**src/rtl/mem_refill_arbiter.sv**
```systemverilog
// mem_refill_arbiter: shares one word-wide main-memory port between an icache
// (block refill) and a dcache (block refill and/or write-back). Each block is
// four 32-bit beats; every beat waits for mem_ack.
//
// Ports:
//   clk, reset                     clock, synchronous active-high reset
//   ic_read, ic_address            icache refill request, block address
//   ic_readdata, ic_busywait       refilled block, icache stall
//   dc_read, dc_write, dc_address  dcache refill / write-back request, block address
//   dc_writedata                   write-back block (word0 in [31:0])
//   dc_readdata, dc_busywait       refilled block, dcache stall
//   mem_read, mem_write            main-memory word strobes
//   mem_address, mem_writedata     word address {block, beat}, write word
//   mem_readdata, mem_ack          read word, beat complete
module mem_refill_arbiter (
  input  logic         clk,
  input  logic         reset,
  input  logic         ic_read,
  input  logic [27:0]  ic_address,
  output logic [127:0] ic_readdata,
  output logic         ic_busywait,
  input  logic         dc_read,
  input  logic         dc_write,
  input  logic [27:0]  dc_address,
  input  logic [127:0] dc_writedata,
  output logic [127:0] dc_readdata,
  output logic         dc_busywait,
  output logic         mem_read,
  output logic         mem_write,
  output logic [29:0]  mem_address,
  output logic [31:0]  mem_writedata,
  input  logic [31:0]  mem_readdata,
  input  logic         mem_ack
);

  localparam int unsigned BlkW  = 28;
  localparam int unsigned WordW = 32;
  localparam int unsigned LineW = 128;
  localparam int unsigned BeatW = 2;

  localparam logic OWN_IC = 1'b0;
  localparam logic OWN_DC = 1'b1;

  typedef enum logic [2:0] {IDLE, IC_RD, DC_WR, DC_RD, DONE} state_e;

  state_e           state_q, state_d;
  logic             owner_q, owner_d;
  logic             last_q, last_d;
  logic             rd_pend_q, rd_pend_d;
  logic [BeatW-1:0] beat_q, beat_d;
  logic [BlkW-1:0]  addr_q, addr_d;
  logic [LineW-1:0] wblk_q, wblk_d;
  logic [LineW-1:0] ic_buf_q, ic_buf_d;
  logic [LineW-1:0] dc_buf_q, dc_buf_d;

  logic ic_req, dc_req, grant_dc, active;
  logic [6:0] word_lsb;

  assign word_lsb = {beat_q, 5'b0};
  assign active   = (state_q == IC_RD) || (state_q == DC_WR) || (state_q == DC_RD);

  // State, owner, beat, captured request and block buffers
  always_ff @(posedge clk) begin
    if (reset) begin
      state_q   <= IDLE;
      owner_q   <= OWN_IC;
      last_q    <= OWN_IC;
      rd_pend_q <= 1'b0;
      beat_q    <= '0;
      addr_q    <= '0;
      wblk_q    <= '0;
      ic_buf_q  <= '0;
      dc_buf_q  <= '0;
    end else begin
      state_q   <= state_d;
      owner_q   <= owner_d;
      last_q    <= last_d;
      rd_pend_q <= rd_pend_d;
      beat_q    <= beat_d;
      addr_q    <= addr_d;
      wblk_q    <= wblk_d;
      ic_buf_q  <= ic_buf_d;
      dc_buf_q  <= dc_buf_d;
    end
  end

  // Arbitration, beat sequencing and buffer fill
  always_comb begin
    state_d   = state_q;
    owner_d   = owner_q;
    last_d    = last_q;
    rd_pend_d = rd_pend_q;
    beat_d    = beat_q;
    addr_d    = addr_q;
    wblk_d    = wblk_q;
    ic_buf_d  = ic_buf_q;
    dc_buf_d  = dc_buf_q;
    ic_req    = ic_read;
    dc_req    = dc_read | dc_write;
    grant_dc  = 1'b0;

    case (state_q)
      IDLE: begin
        if (ic_req || dc_req) begin
          grant_dc = dc_req && (!ic_req || (last_q == OWN_IC));
          // Round-robin memory only moves on a contested decision, so a client
          // served alone does not lose its turn at the next tie.
          if (ic_req && dc_req) last_d = grant_dc;
          owner_d = grant_dc;
          beat_d  = '0;
          if (grant_dc) begin
            addr_d    = dc_address;
            wblk_d    = dc_writedata;
            rd_pend_d = dc_read & dc_write;
            state_d   = dc_write ? DC_WR : DC_RD;
          end else begin
            addr_d  = ic_address;
            state_d = IC_RD;
          end
        end
      end
      IC_RD, DC_WR, DC_RD: begin
        if (mem_ack) begin
          if (state_q == IC_RD) ic_buf_d[word_lsb +: WordW] = mem_readdata;
          if (state_q == DC_RD) dc_buf_d[word_lsb +: WordW] = mem_readdata;
          beat_d = beat_q + BeatW'(1);
          if (beat_q == BeatW'(3)) begin
            if ((state_q == DC_WR) && rd_pend_q) begin
              // Write-back done; refill reuses the address register
              state_d   = DC_RD;
              addr_d    = dc_address;
              rd_pend_d = 1'b0;
            end else begin
              state_d = DONE;
            end
          end
        end
      end
      DONE:    state_d = IDLE;
      default: state_d = IDLE;
    endcase
  end

  assign mem_read      = (state_q == IC_RD) || (state_q == DC_RD);
  assign mem_write     = (state_q == DC_WR);
  assign mem_address   = active ? {addr_q, beat_q} : '0;
  assign mem_writedata = active ? wblk_q[word_lsb +: WordW] : '0;

  assign ic_readdata = ic_buf_q;
  assign dc_readdata = dc_buf_q;

  // Stall released only during the owner's DONE cycle
  assign ic_busywait = ic_read & ~((state_q == DONE) && (owner_q == OWN_IC));
  assign dc_busywait = (dc_read | dc_write) & ~((state_q == DONE) && (owner_q == OWN_DC));

endmodule

```
**config.mk**
```make
export PLATFORM = sky130hd
export DESIGN_NAME = mem_refill_arbiter
export DESIGN_NICKNAME = d
export VERILOG_FILES = /design/src/rtl/mem_refill_arbiter.sv
export SDC_FILE = /design/constraint.sdc
export NUM_CORES = 1
export LEC_CHECK = 0
export CORE_ASPECT_RATIO = 0.6
export CORE_MARGIN = 2
export CORE_UTILIZATION = 35
export DETAILED_ROUTE_END_ITERATION = 10
export PLACE_DENSITY = 0.68
export SYNTH_ARGS = -nofsm -noshare
export SYNTH_HDL_FRONTEND = slang
export SYNTH_SLANG_ARGS = --single-unit
```
**constraint.sdc**
```tcl
create_clock -name clk -period 2.45 [get_ports clk]
set_clock_uncertainty 0.15 [all_clocks]
set_input_delay 0.49 -clock clk [delete_from_list [all_inputs] [get_ports clk]]
set_output_delay 0.49 -clock clk [all_outputs]
set_load 0.01 [all_outputs]
```
==> results.yml, run 1 <==
sta:
  fmax_mhz: 366
  period_minus_slack_ns: 2.74
  setup_viol: 37
  timing.slew.headroom_pct: 58.7
  fin_crit_sh_pct: 112
  drv_slew: 0
  grt_setup_unrepaired: "yes"
  finalHoldViolations: 0
  fin_ws_ns: -0.286
  tightest_slew_ns: 0.618
critical_path:
  crit_arrival_ns: 2.10
  critPathKind: "reg -> out"
  worstPathRequired_ns: 1.81
  crit_start: "beat_q[0]$_SDFFE_PP0P_"
  cp-endpoint: "mem_writedata[21]"
  timing.rr.end: "ic_readdata[29]$_SDFFE_PP0P_"
  cp_max_fo: 7
  timing.rr.start: "beat_q[0]$_SDFFE_PP0P_"
  end_kind: "output port"
  path_cells: "buf_12, buf_6, mux4_2, and2_1, buf_2"
  cp_slowest_stage_delay_ns: 0.50
  reg2reg_depth: 8
  critPathLaunchType: "flop"
  worst-r2r-setup-slack_ns: 0.08
  cpMaxStageDelayCell: "mux4_2"
layout:
  drive_gt1_share_pct: 13.4
  nFillCells: 4356
  regArea_um2: 8410
  multi_input_area_um2: 7620
  syn2layout_area_growth_pct: 47.8
  nets: 2745
  post-route-util_pct: 52.4
  stdcell_count: 3193
floorplanning:
  fp.coreArea_um2: 47900
  die_y_um: 175
  fp.dieArea_um2: 50300
  num_rows: 62
  die_w_um: 288
  ios: 544
  start_util_pct: 35.4
power_and_ir_drop:
  leakage_nw: 8.97
  power_density_nw_per_um2: 919
  ir_worst_vdd_mv: 0.650
  p_total_mw: 23.0
logic_synthesis:
  syn_inst: 2047
  synth_top_cells_by_count: "nand2_1, dfxtp_1, a21oi_1"
  yosysWarnings: 0
  synth.avg_cell_area_um2: 8.29
  synth_top_flop_cell: "dfxtp_1"
  synth_largest_area_cell: "dfxtp_1"
  synth.top_cell.area_share_pct: 49.6
  netlist_area_um2: 17000
  synth-async-reset-ratio_pct: 0
  yosys_register_bits: 420
  synth-edff-count: 0
  synth.most_common_cell: "nand2_1"
  ys_seq_area_share_pct: 49.6
  synthesis.nets: 2274
  synthTopCellsByArea: "dfxtp_1, a21oi_1, nand2_1"
  ys_types: 42
grt:
  grt_pass1_wl_um: 97100
  grt_max_degree: 75
  grt_usage_pct: 24.9
  first_global_vias: 16293
  grt_overflow: 0
  antenna_found_initial: 1
status:
  outcome: "finished, violations left"
  violations: "negative setup slack"
clocking:
  root_buffer: "clkbuf_16"
  clock_latency_ns: 0.56
  cts_inserted_buffers: 41
  cts_hold_buf: 0
  clkTransAtPathRegs_ns: 0.07
  htree_levels: 2
  clockBufferDepth: 3
  cts_tree: "done"
  clock-sinks: 420
routing:
  routedWlPerCell_um: 20.4
  vias: 16868
  viasPerCell: 5.28
  totalWireLength_um: 65200
  ant_nets: 0
  drtIter0Drc: 1366
  drc_errors: 0
  drt_first_pass_iters: 6
placed_design:
  gp_congestion: 0.878
  placed_cells: 3082
  port_buffers: 543
  hpwl_um: 44700
hold_path:
  hp-class: "in -> reg"
  min_from: "reset"
run:
  cap_violations: 0
==> flip-flops by register name, summed over array words and instances (netlist names) <==
signal,count
addr_q,28
beat_q,2
state_q,3
owner_q,1
ic_readdata,128
dc_readdata,128
wblk_q,128
last_q,1
rd_pend_q,1
==> worst min-delay path by stage <==
stage	end	slack (ns)	depth (start not counted)
4_1_cts	dc_readdata[97]$_SDFFE_PP0P_	0.22	2
2_1_floorplan	wblk_q[64]$_SDFFE_PP0P_	0.28	2
6_report	wblk_q[69]$_SDFFE_PP0P_	0.25	2
3_3_place_gp	wblk_q[102]$_SDFFE_PP0P_	0.29	2
3_5_place_dp	dc_readdata[105]$_SDFFE_PP0P_	0.30	2
5_1_grt	wblk_q[38]$_SDFFE_PP0P_	0.24	2
==> final cells by class <==
type	instances	share of cell area (%)
inverters	2	0.0300
diodes	2	0.0200
well taps	640	3.19
multi-input cells	1403	30.4
clock inverters	15	0.739
flip-flops and latches	420	33.6
clock buffers	61	4.83
repair buffers	650	27.2
==> routing by layer <==
layer / track usage, % / up-vias / part of all wire, %
met5: 0 / - / 0
met4: 11.5 / 0 / 4.4
met3: 5.10 / 166 / 8.7
met2: 37.8 / 802 / 44
met1: 33.9 / 8049 / 42
li1: - / 7851 / -
==> worst max-delay path, delay by kind of cell (launching register included) <==
| kind | cells | cell delay, ns |
|---|---|---|
| flops | 1 | 0.47 |
| mux | 1 | 0.50 |
| buf+inv | 3 | 0.40 |
| simple gates | 1 | 0.15 |
==> power by group <==
group / internal [mW] / leakage, nW / total [mW] / switching, mW
combinational: 3.64 / 4.86 / 8.02 / 4.37
clock: 3.71 / 0.693 / 6.61 / 2.91
sequential: 7.82 / 3.42 / 8.40 / 0.576
==> placed cells by master (no fill, tap or decap), drive strengths merged, types with 3 or more instances in the layout <==
| cell type | Yosys | final |
|---|---|---|
| a211oi | 28 | 28 |
| clkbuf | 127 | 65 |
| ha | 5 | 5 |
| dfxtp | 420 | 420 |
| mux4 | 32 | 32 |
| inv | 2 | 7 |
| nand2 | 527 | 527 |
| nor3b | 4 | 4 |
| a21oi | 416 | 416 |
| mux2i | 29 | 29 |
| dlygate4sd2 | 0 | 10 |
| clkdlybuf4s50 | 0 | 476 |
| nand3 | 260 | 260 |
| buf | 95 | 159 |
| clkinv | 0 | 8 |
| and2 | 69 | 69 |
| nor2 | 7 | 7 |
| nor3 | 3 | 3 |
==> metrics by stage <==
step | worst slack, ns | setup TNS, ns | area, µm² | hold WS, ns
4_1_cts | -0.292 | -7.81 | 24900 | 0.216
3_3_place_gp | -0.0301 | -0.0402 | 23200 | 0.290
3_5_place_dp | -0.0509 | -0.494 | 23200 | 0.295
5_1_grt | -0.339 | -9.55 | 25100 | 0.243
6_report | -0.286 | -7.44 | 25100 | 0.254
2_1_floorplan | 0.0897 | 0 | 17000 | 0.283
==> cells by family (layout without fill, tap and decap cells) <==
group,after synthesis,after routing,share of synthesized area (%)
DFF,420,420,49.6
adders and majority gates,5,5,0.369
and+or+nand+nor,880,880,22.9
other,0,2,0
buffers and inverters,224,728,6.45
muxes,62,62,6.03
AOI/OAI and AO/OA,455,455,14.7
xor gates and xnor gates,1,1,0.0516
==> repair_timing <==
action                     in CTS  in global routing
pin swaps                      34                  8
buffers inserted               24                  4
setup endpoints to repair      66                166
gates cloned                    3                  2
resized for setup             308                 30
Power figures use the tool's default switching activity.
==> run 2, diff against run 1 <==
ABC_AREA = 1   (was not set)
==> results.yml, run 2 <==
critical_path:
  worstPathRequired_ns: 1.81
  cp_max_fo: 6
  critPathLaunchType: "flop"
  path_common_cell: "buf_12"
  crit_buf_inv: 5
  end_kind: "output port"
  critPathKind: "reg -> out"
  crit_arrival_ns: 1.89
  cp_slowest_stage_delay_ns: 0.38
  path_delay_family: "buffers and inverters"
  cpMaxStageDelayCell: "dfxtp_4"
  path_cells: "buf_12, buf_12, buf_16, buf_6, nor2_2, nor2_1, o21ai_1, a21oi_2, buf_2"
logic_synthesis:
  synth_largest_area_cell: "dfxtp_1"
  synth_top_flop_cell: "dfxtp_1"
  synth.top_cell.area_share_pct: 48.7
  synth_top_cells_by_count: "nor2_1, nand2_1, dfxtp_1"
  ys_types: 21
  synth.avg_cell_area_um2: 6.82
  synthTopCellsByArea: "dfxtp_1, nor2_1, nand2_1"
  yosysWarnings: 0
  synth-async-reset-ratio_pct: 0
  ys_seq_area_share_pct: 48.7
  synth-edff-count: 0
  yosys_register_bits: 420
  syn_inst: 2528
  synth.most_common_cell: "nor2_1"
  netlist_area_um2: 17200
  synthesis.nets: 2755
grt:
  use_met3_pct: 5.49
  grt-busiest-layer: "met2"
  grt_usage_pct: 27.5
  gr-usage-met2_pct: 40.6
  grt_overflow: 0
  grt_max_degree: 202
  first_global_vias: 17968
  grt_pass1_wl_um: 109000
  grtUsageMet1_pct: 39.5
  antenna_found_initial: 4
routing:
  drtIter0Drc: 1811
  routedWlPerCell_um: 19.6
  ant_nets: 0
  totalWireLength_um: 73800
  vias: 19108
  drc_errors: 0
  drt_first_pass_iters: 6
  viasPerCell: 5.07
floorplanning:
  fp.dieArea_um2: 51100
  die_y_um: 176
  start_util_pct: 35.7
  num_rows: 62
  fp.coreArea_um2: 48300
  ios: 544
  die_w_um: 291
clocking:
  clkTransAtPathRegs_ns: 0.06
  root_buffer: "clkbuf_16"
  cts_tree: "done"
  cts_hold_buf: 0
  clock-sinks: 420
  htree_levels: 2
  clockBufferDepth: 3
  clock_latency_ns: 0.54
  cts_inserted_buffers: 43
sta:
  finalHoldViolations: 0
  setup_viol: 22
  fin_crit_sh_pct: 103
  grt_setup_unrepaired: "yes"
  setup_tns_ns: -0.647
  tightest_slew_ns: 1.06
  timing.slew.headroom_pct: 29.5
  hold-worst-slack_ns: 0.200
  fmax_mhz: 396
  drv_slew: 0
  fin_ws_ns: -0.0779
  period_minus_slack_ns: 2.53
layout:
  layout_commonest_cell: "nor2_1"
  stdcell_area_um2: 26000
  final_cell_mix: "nor2_1, nand2_1, clkdlybuf4s50_1"
  nFillCells: 4584
  drive_gt1_share_pct: 11.5
  syn2layout_area_growth_pct: 50.6
  post-route-util_pct: 53.8
  stdcell_count: 3769
  nets: 3322
power_and_ir_drop:
  power_density_nw_per_um2: 952
  leakage_nw: 10.1
  p_total_mw: 24.7
  ir_worst_vdd_mv: 0.551
status:
  violations: "negative setup slack"
  outcome: "finished, violations left"
run:
  cap_violations: 0
placed_design:
  hpwl_um: 52300
  port_buffers: 543
  dpl_cell_area_um2: 24100
  placed_cells: 3663
  gp_congestion: 0.931
  dp_slack_ns: -0.0493
hold_path:
  hp-class: "in -> reg"
## run 2: cell types whose count changed in the layout (fill, tap and decap cells not counted), sizes merged, moves of 28 or more
cell,before,now
buf,159,194
and2,69,0
o21ai,0,257
nor2,7,698
mux4,32,0
mux2i,29,0
nand3,260,70
a211oi,28,0
nor3,3,33
a21oi,416,235
inv,7,85
## run 2: final timing paths
kind	slack (ns)	start	to	cells past startpoint
worst max register to register	0.05	beat_q[1]$_SDFFE_PP0P_	dc_readdata[92]$_SDFFE_PP0P_	9
worst min-delay path	0.20	reset	wblk_q[78]$_SDFFE_PP0P_	4
worst min register to register	0.31	dc_readdata[8]$_SDFFE_PP0P_	dc_readdata[8]$_SDFFE_PP0P_	2
worst max-delay path	-0.08	beat_q[0]$_SDFFE_PP0P_	mem_writedata[23]	9
## run 2: final cells by class
type	count	area [µm²]	share of cell area, %
Clock buffer	65	1270	4.88
Sequential cell	420	8420	32.4
Inverter	87	353	1.36
Tap cell	640	801	3.08
Timing Repair Buffer	710	7140	27.5
Multi-Input combinational cell	1833	7900	30.4
Antenna cell	3	7.51	0.0289
Clock inverter	11	86.3	0.332
## run 2: logic make-up after synthesis
kind of cell / share of synthesized area (%)
buf+inv: 6.59
flops: 48.7
compound gates: 14.4
simple gates: 29.9
fa+ha+maj: 0.363
## run 2: worst register-to-register path: stages (launching register included)
cell and delay, ns:
dfxtp_4 0.38, clkinv_4 0.09, buf_16 0.19, ha_1 0.43, nand2_1 0.13, buf_12 0.18, nor3_1 0.35, buf_4 0.22
nand2_1 0.06, a21oi_1 0.13
## run 2: timing repair
item,4_1_cts,5_1_grt
endpoints found under the setup margin,69,90
resized for setup,246,103
cloned,7,4
pin swaps,23,25
setup buffers,9,7
## run 2: power breakdown
part	total, mW	internal (mW)	switching [mW]
clock	6.46	3.67	2.78
combinational	9.57	3.70	5.87
sequential	8.70	8.04	0.653
## run 2: per-layer routing
| metal | up-vias | part of all wire [%] |
|---|---|---|
| met5 | - | 0.0095 |
| li1 | 9163 | - |
| met4 | 2 | 4.1 |
| met1 | 8971 | 46 |
| met2 | 811 | 42 |
| met3 | 161 | 7.8 |
